[src/rtl/adc_spi_pkg.sv]
//------------------------------------------------------------------------------
// adc_spi_pkg
// Shared types, frame constants and helpers for the SPI ADC sampler.
// Revision: 1.0
//------------------------------------------------------------------------------
`timescale 1ns/1ps
`default_nettype none

package adc_spi_pkg;

    typedef enum logic [2:0] {
        IDLE     = 3'd0,
        CS_SETUP = 3'd1,
        SHIFT    = 3'd2,
        CS_HOLD  = 3'd3,
        DONE     = 3'd4
    } adc_state_t;

    localparam int FRAME_BITS   = 17;
    localparam int NULL_BIT_IDX = 4;

    // Offset-binary 12-bit reading to left-justified two's complement.
    function automatic logic signed [15:0] adc12_to_pcm16(input logic [11:0] d);
        return $signed({~d[11], d[10:0], 4'b0000});
    endfunction

    // Command stream: start, single-ended, channel select, MSB-first, then zeros.
    function automatic logic cmd_bit(input logic [4:0] idx, input logic chan);
        case (idx)
            5'd0, 5'd1, 5'd3: return 1'b1;
            5'd2:             return chan;
            default:          return 1'b0;
        endcase
    endfunction

endpackage

`default_nettype wire

[src/rtl/spi_frame_shifter.sv]
//------------------------------------------------------------------------------
// spi_frame_shifter
// Generates adc_clk, emits the command bits and captures one 17-bit frame.
// Revision: 1.0
//------------------------------------------------------------------------------
`timescale 1ns/1ps
`default_nettype none

module spi_frame_shifter
    import adc_spi_pkg::*;
#(
    parameter int SCLK_HALF = 6
) (
    input  logic        clk,
    input  logic        reset_n,
    input  logic        start_i,
    input  logic        chan_i,
    input  logic        miso_i,
    output logic        sclk_o,
    output logic        mosi_o,
    output logic        done_o,
    output logic [11:0] data_o
);

    localparam int             HW        = $clog2(SCLK_HALF);
    localparam logic [HW-1:0]  HALF_LAST = HW'(SCLK_HALF - 1);
    localparam logic [4:0]     IDX_LAST  = 5'(FRAME_BITS - 1);
    localparam logic [4:0]     IDX_NULL  = 5'(NULL_BIT_IDX);

    logic          miso_meta_q, miso_sync_q;
    logic          active_q, active_d;
    logic          sclk_q, sclk_d;
    logic          mosi_q, mosi_d;
    logic          chan_q, chan_d;
    logic [HW-1:0] half_q, half_d;
    logic [4:0]    idx_q, idx_d;
    logic [11:0]   shift_q, shift_d;
    logic          w_half_end;

    assign w_half_end = (half_q == HALF_LAST);

    always_comb begin
        active_d = active_q;
        sclk_d   = sclk_q;
        mosi_d   = mosi_q;
        chan_d   = chan_q;
        half_d   = half_q;
        idx_d    = idx_q;
        shift_d  = shift_q;
        if (start_i) begin
            active_d = 1'b1;
            sclk_d   = 1'b0;
            half_d   = '0;
            idx_d    = 5'd0;
            chan_d   = chan_i;
            mosi_d   = cmd_bit(5'd0, chan_i);
            shift_d  = '0;
        end else if (active_q) begin
            if (w_half_end) begin
                half_d = '0;
                if (!sclk_q) begin
                    sclk_d = 1'b1;
                end else begin
                    // End of high phase: sample, then open the next low phase.
                    sclk_d = 1'b0;
                    if (idx_q > IDX_NULL) begin
                        shift_d = {shift_q[10:0], miso_sync_q};
                    end
                    if (idx_q == IDX_LAST) begin
                        active_d = 1'b0;
                        mosi_d   = 1'b0;
                    end else begin
                        idx_d  = idx_q + 5'd1;
                        mosi_d = cmd_bit(idx_q + 5'd1, chan_q);
                    end
                end
            end else begin
                half_d = half_q + HW'(1);
            end
        end
    end

    always_ff @(posedge clk or negedge reset_n) begin
        if (!reset_n) begin
            miso_meta_q <= 1'b0;
            miso_sync_q <= 1'b0;
            active_q    <= 1'b0;
            sclk_q      <= 1'b0;
            mosi_q      <= 1'b0;
            chan_q      <= 1'b0;
            half_q      <= '0;
            idx_q       <= 5'd0;
            shift_q     <= '0;
        end else begin
            miso_meta_q <= miso_i;
            miso_sync_q <= miso_meta_q;
            active_q    <= active_d;
            sclk_q      <= sclk_d;
            mosi_q      <= mosi_d;
            chan_q      <= chan_d;
            half_q      <= half_d;
            idx_q       <= idx_d;
            shift_q     <= shift_d;
        end
    end

    assign sclk_o = sclk_q;
    assign mosi_o = mosi_q;
    assign done_o = active_q && sclk_q && w_half_end && (idx_q == IDX_LAST);
    assign data_o = shift_q;

endmodule

`default_nettype wire

[src/rtl/adc_spi_sampler.sv]
//------------------------------------------------------------------------------
// adc_spi_sampler
// Periodically reads both channels of an SPI ADC and outputs a PCM sample pair.
// Revision: 1.0
//------------------------------------------------------------------------------
`timescale 1ns/1ps
`default_nettype none

module adc_spi_sampler
    import adc_spi_pkg::*;
#(
    parameter int CLK_FREQ     = 27_000_000,
    parameter int SAMPLE_RATE  = 48_000,
    parameter int SCLK_HALF    = 6,
    parameter bit CHECK_TIMING = 1'b1
) (
    input  logic        clk,
    input  logic        reset_n,
    input  logic        enable,
    output logic        adc_clk,
    output logic        adc_cs,
    output logic        adc_mosi,
    input  logic        adc_miso,
    output logic [15:0] sample_l,
    output logic [15:0] sample_r,
    output logic        sample_valid,
    output logic        overrun,
    input  logic        overrun_clr
);

    localparam int             TICK_PERIOD = CLK_FREQ / SAMPLE_RATE;
    localparam int             TW          = (TICK_PERIOD > 1) ? $clog2(TICK_PERIOD) : 1;
    localparam logic [TW-1:0]  TICK_LAST   = TW'(TICK_PERIOD - 1);
    localparam int             HW          = $clog2(SCLK_HALF);
    localparam logic [HW-1:0]  PHASE_LAST  = HW'(SCLK_HALF - 1);

    generate
        if (SCLK_HALF < 4) begin : g_sclk_check
            $fatal(1, "adc_spi_sampler: SCLK_HALF must be at least 4");
        end
        if (CHECK_TIMING) begin : g_rate_check
            if (2 * (2 * FRAME_BITS * SCLK_HALF + 2 * SCLK_HALF) + 4 >= TICK_PERIOD) begin : g_rate_fail
                $fatal(1, "adc_spi_sampler: sample pair does not fit in one sample period");
            end
        end
    endgenerate

    adc_state_t    state_q, state_d;
    logic [TW-1:0] tick_cnt_q, tick_cnt_d;
    logic [HW-1:0] phase_q, phase_d;
    logic          chan_q, chan_d;
    logic [11:0]   left_word_q, left_word_d;
    logic [15:0]   sample_l_q, sample_l_d;
    logic [15:0]   sample_r_q, sample_r_d;
    logic          valid_q, valid_d;
    logic          overrun_q, overrun_d;
    logic          cs_q, cs_d;

    logic          w_tick;
    logic          w_start;
    logic          w_sclk;
    logic          w_frame_mosi;
    logic          w_frame_done;
    logic [11:0]   w_frame_data;

    spi_frame_shifter #(
        .SCLK_HALF (SCLK_HALF)
    ) u_shifter (
        .clk     (clk),
        .reset_n (reset_n),
        .start_i (w_start),
        .chan_i  (chan_q),
        .miso_i  (adc_miso),
        .sclk_o  (w_sclk),
        .mosi_o  (w_frame_mosi),
        .done_o  (w_frame_done),
        .data_o  (w_frame_data)
    );

    assign w_tick = enable && (tick_cnt_q == TICK_LAST);

    always_comb begin
        tick_cnt_d = tick_cnt_q;
        if (!enable) begin
            tick_cnt_d = '0;
        end else if (tick_cnt_q == TICK_LAST) begin
            tick_cnt_d = '0;
        end else begin
            tick_cnt_d = tick_cnt_q + TW'(1);
        end

        // A drop this cycle outranks a simultaneous clear.
        overrun_d = overrun_q;
        if (w_tick && (state_q != IDLE)) begin
            overrun_d = 1'b1;
        end else if (overrun_clr) begin
            overrun_d = 1'b0;
        end
    end

    always_comb begin
        state_d     = state_q;
        phase_d     = phase_q;
        chan_d      = chan_q;
        left_word_d = left_word_q;
        sample_l_d  = sample_l_q;
        sample_r_d  = sample_r_q;
        valid_d     = 1'b0;
        w_start     = 1'b0;
        case (state_q)
            IDLE: begin
                if (w_tick) begin
                    state_d = CS_SETUP;
                    chan_d  = 1'b0;
                    phase_d = '0;
                end
            end
            CS_SETUP: begin
                if (phase_q == PHASE_LAST) begin
                    state_d = SHIFT;
                    w_start = 1'b1;
                end else begin
                    phase_d = phase_q + HW'(1);
                end
            end
            SHIFT: begin
                if (w_frame_done) begin
                    state_d = CS_HOLD;
                    phase_d = '0;
                end
            end
            CS_HOLD: begin
                if (phase_q == PHASE_LAST) begin
                    phase_d = '0;
                    if (!chan_q) begin
                        left_word_d = w_frame_data;
                        chan_d      = 1'b1;
                        state_d     = CS_SETUP;
                    end else begin
                        // Both outputs change together only once the pair is whole.
                        sample_l_d = adc12_to_pcm16(left_word_q);
                        sample_r_d = adc12_to_pcm16(w_frame_data);
                        valid_d    = 1'b1;
                        state_d    = DONE;
                    end
                end else begin
                    phase_d = phase_q + HW'(1);
                end
            end
            DONE: begin
                state_d = IDLE;
            end
            default: begin
                state_d = IDLE;
            end
        endcase
        cs_d = !((state_d == CS_SETUP) || (state_d == SHIFT));
    end

    always_ff @(posedge clk or negedge reset_n) begin
        if (!reset_n) begin
            state_q     <= IDLE;
            tick_cnt_q  <= '0;
            phase_q     <= '0;
            chan_q      <= 1'b0;
            left_word_q <= '0;
            sample_l_q  <= '0;
            sample_r_q  <= '0;
            valid_q     <= 1'b0;
            overrun_q   <= 1'b0;
            cs_q        <= 1'b1;
        end else begin
            state_q     <= state_d;
            tick_cnt_q  <= tick_cnt_d;
            phase_q     <= phase_d;
            chan_q      <= chan_d;
            left_word_q <= left_word_d;
            sample_l_q  <= sample_l_d;
            sample_r_q  <= sample_r_d;
            valid_q     <= valid_d;
            overrun_q   <= overrun_d;
            cs_q        <= cs_d;
        end
    end

    assign adc_clk      = w_sclk;
    assign adc_cs       = cs_q;
    assign adc_mosi     = (state_q == CS_SETUP) | w_frame_mosi;
    assign sample_l     = sample_l_q;
    assign sample_r     = sample_r_q;
    assign sample_valid = valid_q;
    assign overrun      = overrun_q;

endmodule

`default_nettype wire

[config.mk]
export PLATFORM = sky130hd
export DESIGN_NAME = adc_spi_sampler
export DESIGN_NICKNAME = d
export VERILOG_FILES = /design/src/rtl/adc_spi_pkg.sv /design/src/rtl/spi_frame_shifter.sv /design/src/rtl/adc_spi_sampler.sv
export SDC_FILE = /design/constraint.sdc
export NUM_CORES = 1
export LEC_CHECK = 0
export ABC_AREA = 1
export CAP_MARGIN = 15
export CORE_MARGIN = 1.5
export CORE_UTILIZATION = 50
export DETAILED_ROUTE_END_ITERATION = 16
export PLACE_DENSITY = 0.75
export SYNTH_ARGS = -nofsm -noshare
export SYNTH_HDL_FRONTEND = slang
export SYNTH_SLANG_ARGS = --single-unit
export TNS_END_PERCENT = 10
[constraint.sdc]
create_clock -name clk -period 1.7 [get_ports clk]
set_input_delay 0.255 -clock clk [delete_from_list [all_inputs] [get_ports clk]]
set_output_delay 0.255 -clock clk [all_outputs]
set_load 0.01 [all_outputs]
# Yosys cells after proc, flatten, opt, wreduce, memory -nomap -nowiden
# Cells that the tools add are included.
[word_totals]
reg_bits = 82
in_bits = 5
out_inout_bits = 37
[op_classes]
addsub = 4
n_lt_le_gt_ge = 1
n_eq_ne = 17
muxes = 51
bitwise_logic = 4
n_reduce_logical = 26
[op_table]
columns = ["op", "n"]
rows = [
  ["two-way mux 12 bit", 5],
  ["two-way mux 3 bit", 12],
  ["two-way mux 5 bit", 5],
  ["one-hot mux 3 bit (4 select lines)", 2],
  ["two-way mux 1 bit", 23],
  ["two-way mux 10 bit", 2],
  ["AND reduction 3 bit", 4],
  ["AND reduction 4 bit", 3],
  ["nonzero test 2 bit", 6],
  ["adder 10 x 1 -> 10 bit (second input constant)", 1],
  ["equality test 10 bit (second input constant)", 1],
  ["equality test 5 x 2 -> 1 bit (second input constant)", 2],
  ["equality test 3 x 2 -> 1 bit (second input constant)", 3],
  ["adder 3 x 1 -> 3 bit (second input constant)", 2],
  ["equality test 3 x 1 -> 1 bit (second input constant)", 2],
  ["equality test 3 bit (second input constant)", 2],
  ["inequality test 2 bit (second input constant)", 3],
  ["adder 5 x 1 -> 5 bit (second input constant)", 1],
  ["equality test 5 x 1 -> 1 bit (second input constant)", 1],
  ["equality test 5 bit (second input constant)", 1],
  ["> comparator 5 x 3 -> 1 bit (second input constant)", 1],
  ["logical AND 1 bit", 5],
  ["logical NOT 5 bit", 1],
  ["inequality test 2 x 1 -> 1 bit (second input constant)", 2],
  ["10 further kinds", 13],
]

# Longest topological paths before layout
[logic_depth]
depth_word = 9
mapped_depth = 10
mapped_depth_nobuf = 10

# Hierarchy
# From an unflattened synthesis, not the netlist that was laid out.
[unflattened]
hier_cells = 422
hier_area_um2 = 3791.1
[by_module_without_submodules]
columns = ["mod", "n_inst", "cells_each", "area_per_inst_um2", "seq_area_each_um2"]
rows = [
  ["adc_spi_sampler", 1, 270, 2453.6, 1402.6],
  ["spi_frame_shifter", 1, 152, 1337.5, 650.6],
]

# Least setup slack after synthesis
# OpenSTA, ideal clock, no wires.
[synth_timing]
path_kind = "flip-flop to flip-flop"
from = "reg phase_q[0]"
to = "reg u_shifter.shift_q[10], in the netlist u_shifter.data_o[10]"
setup_ps = 95
t_arrival_ps = 1311
required_time_ps = 1605
path_slack_ps = 294
path_stages_with_launch = 8
n_path_buf = 1
cell_sequence = "dfrtp_1 > ha_1 > nand2_1 > inv_1 > nand2_2 > inv_2 > buf_6 > o31ai_1"
[synth_between]
elab_chain_len = 5
elab_cells_between_ends = 9
cone_classes = "eq/ne (1); mux (3); reduce/logical (5)"
[synth_lines]
columns = ["item", "line", "rtl"]
rows = [
  ["from (decl)", "adc_spi_sampler.sv:50", "logic [HW-1:0] phase_q, phase_d;"],
  ["from (signal assigned)", "adc_spi_sampler.sv:175", "phase_q <= phase_d;"],
  ["equality test 3 bit (*)", "adc_spi_sampler.sv:119", "if (phase_q == PHASE_LAST) begin"],
  ["two-way mux 1 bit (*)", "adc_spi_sampler.sv:119", ""],
  ["two-way mux 1 bit (*)", "adc_spi_sampler.sv:110", "case (state_q)"],
  ["nonzero test 2 bit (no line)", "--", ""],
  ["AND reduction 4 bit (no line)", "--", ""],
  ["to (signal assigned)", "spi_frame_shifter.sv:103", "shift_q <= shift_d;"],
  ["to (decl)", "spi_frame_shifter.sv:37", "logic [11:0] shift_q, shift_d;"],
]
# Every way passes the cells marked *; elsewhere a longest branch is shown, timed or not.
# A chain may end at the register's enable or synchronous reset.

# Worst setup path after layout
[layout_timing]
from = "reg cs_q, in the netlist adc_cs"
to = "out adc_cs"
[layout_lines]
columns = ["item", "line", "rtl"]
rows = [
  ["from (decl)", "adc_spi_sampler.sv:57", "logic cs_q, cs_d;"],
  ["from (signal assigned)", "adc_spi_sampler.sv:182", "cs_q <= cs_d;"],
  ["to (decl)", "adc_spi_sampler.sv:21", "output logic adc_cs,"],
]
# No word-level cell between the ends.

==> flow_summary.yaml <==
route:
  routed_wl_um: 6550
  antenna_left: 0
  drc: 0
  vias: 2727
  wire_per_inst_um: 11.9
  vias_per_cell: 4.95
  first_iter_violations: 149
  first_pass_iters: 4
sta:
  worst_slack_ns: 0.0574
  final-setup-viol-count: 0
  rsz0062_at_grt: "true"
  finClkSkew_ns: 0.0127
  fmax_mhz: 609
  final-hold-violation-count: 0
  slew_violations: 0
  fin_crit_sh: 0.966
  period_minus_slack_ns: 1.64
final_layout:
  instances_no_fill: 551
  antennaDiodeCount: 0
  fin_nets: 461
  layout-drive-gt1-share: 0.106
  multi_input_area_sq_um: 1360
  area_delta_synth_final_pct: 18.1
  final-seq-area_sq_um: 2050
  fillers: 598
run:
  max_cap_violations: 0
placement:
  io_buffers: 33
  gp_congestion: 0.826
  dp_cells: 534
  hpwl_um: 4690
  pre_cts_slack_ns: 0.0869
floorplanning:
  die_area_sq_um: 7870
  start_util: 0.512
  rows: 31
  fp.coreArea_sq_um: 7180
  die_h_um: 88.7
  dieWidth_um: 88.7
  pin_count: 42
yosys:
  syn_area_sq_um: 3670
  yosys.area.top_type: "dfrtp_1"
  syn_avg_cell_area_sq_um: 9.05
  async_reset_ff_frac: 1.00
  synth_common_cells: "nand2_1 (111), dfrtp_1 (81), inv_1 (39)"
  netlist_top_cells_area: "dfrtp_1 (55%), nand2_1 (11%), inv_1 (4.0%)"
  synth-edff-count: 0
  synthCells: 406
  yosys_warnings: 0
  synth_flop_cell: "dfrtp_1"
  seq_area_frac_synth: 0.559
  synth-seq-cells: 82
  yosysMostFrequentCell: "nand2_1"
  synth_top_cell_area_share: 0.552
  synthDistinctLibCells: 30
critical_path:
  crit_start: "adc_cs"
  critical-path-top-delay-family: "flip-flops"
  cp-start-kind: "flip-flop"
  r2r_setup_slack_ns: 0.12
  slowest_delay_ns: 0.52
  worst-endpoint-required_ns: 1.44
  rr_worst_depth: 9
  worst_path_max_delay_cell: "dfstp_2"
  worstSetupPathType: "reg2out"
  crit_path_end_kind: "output port"
  worst_r2r_endpoint: "phase_q[0]"
  crit_path_cell_trace: "clkdlybuf4s50_1"
  worst-path-buf-inv: 1
  path_depth: 1
  cp.arrival_ns: 1.39
  critPathCapture: "adc_cs"
  r2r-start: "phase_q[0]"
  cp_max_fo: 1
clock_tree:
  clock-sinks: 82
  cts_buffer_depth: 2
  cts-buffers-inserted: 9
  post_cts_buffers: 0
  cts_root_buf: "clkbuf_8"
  cts_tree: "built"
  clk_pin_slew_worst_paths_ns: 0.10
  clk_latency_ns: 0.35
  cts_max_level: 3
grt:
  antenna_found_initial: 0
  overflow: 0
  grt_first_pass_wirelength_um: 11300
  grt_pass1_vias: 2418
  grt_max_degree: 60
  grt_usage: 0.187
run_status:
  status: "finished clean"
power:
  power.net_switching_mw: 0.827
  power.share.clock: 0.441
  seq_power_share: 0.537
  leakage_nw: 2.02
  p_comb_frac: 0.022
  ir_worst_vdd_uv: 358
  power.internal_mw: 2.83
  swShare: 0.226
  p_per_area_nw_per_um2: 843
min_path:
  hp-class: "in2async"
how the worst min path moves through the flow:
stage | to | start | slack [ns] | cells after the start
3_5_place_dp | sample_l[7] | reset_n | 0.17 | 1
4_1_cts | u_shifter.miso_meta_q | adc_miso | 0.33 | 1
3_3_place_gp | sample_l[7] | reset_n | 0.18 | 1
6_report | sample_l[7] | reset_n | 0.33 | 2
2_1_floorplan | chan_q | reset_n | -0.04 | 0
5_1_grt | u_shifter.miso_meta_q | adc_miso | 0.32 | 1
cell type report:
| type | count | area share |
|---|---|---|
| timing repair buffer | 43 | 0.0952 |
| multi-input combinational | 270 | 0.314 |
| inverter | 41 | 0.0355 |
| clock buffer | 9 | 0.0286 |
| tap | 99 | 0.0286 |
| clock inverter | 7 | 0.0254 |
| sequential | 82 | 0.473 |
what timing repair did:
action	in CTS	in global routing
hold endpoints to repair	22	0
hold buffers	1	0
setup endpoints to repair	1	15
resized for setup	2	5
power by group through the flow:
stage          Sequential (mW)  Clock (mW)  Combinational, mW
6_report                  1.97        1.61             0.0790
5_1_grt                   1.97        1.74             0.0947
4_1_cts                   1.97        1.64             0.0825
3_5_place_dp              2.00           0             0.0802
3_3_place_gp              2.00           0             0.0794
2_1_floorplan             2.00           0             0.0370
per-layer routing:
layer	vias to the layer above	GRT usage	part of all wire
met5	-	0	0
met4	0	0.0682	0.013
met3	9	0.0336	0.029
met2	47	0.280	0.48
met1	1308	0.275	0.48
li1	1363	-	-
placed cells by master, fill, tap and decap left out, types with 10 or more instances in the layout:
master	netlist	routed
nand2_1	111	110
dfrtp_1	81	81
inv_1	39	39
nor2_1	32	32
clkdlybuf4s50_1	0	31
nand3_1	24	23
o21ai_0	22	22
o21ai_1	11	11
a21oi_1	10	10
state kept, by name, indices dropped and copies added, names as in the netlist:
register               cells
state_q                    3
sample_valid               1
u_shifter.idx_q            5
phase_q                    3
u_shifter.miso_meta_q      1
u_shifter.chan_q           1
u_shifter.data_o          12
sample_r                  12
overrun                    1
u_shifter.mosi_o           1
u_shifter.sclk_o           1
chan_q                     1
tick_cnt_q                10
u_shifter.half_q           3
left_word_q               12
u_shifter.active_q         1
sample_l                  12
adc_cs                     1
u_shifter.miso_sync_q      1
cell families (layout without fill, tap and decap cells):
kind of cell / count (synthesis) / count (layout) / synth area share
adder cells (fa/ha/maj): 9 / 9 / 0.0307
AND/OR/NAND/NOR: 185 / 185 / 0.209
AO/OA/AOI/OAI: 58 / 58 / 0.0947
other: 1 / 8 / 0.00102
flip-flops: 82 / 82 / 0.559
XOR/XNOR: 10 / 10 / 0.0239
buffers and inverters: 61 / 100 / 0.0818
per-stage QoR:
| step | TNS, ns | util | total power [mW] | area, sq um | hold WS [ns] |
|---|---|---|---|---|---|
| 2_1_floorplan | 0 | - | 2.04 | 3700 | -0.0406 |
| 6_report | 0 | 0.605 | 3.66 | 4340 | 0.327 |
| 3_3_place_gp | 0 | 0.569 | 2.08 | 4080 | 0.176 |
| 4_1_cts | 0 | 0.603 | 3.69 | 4330 | 0.327 |
| 5_1_grt | -0.0418 | 0.605 | 3.80 | 4340 | 0.321 |
| 3_5_place_dp | 0 | 0.569 | 2.08 | 4080 | 0.175 |
No activity file was read; power rests on OpenSTA's default activity.
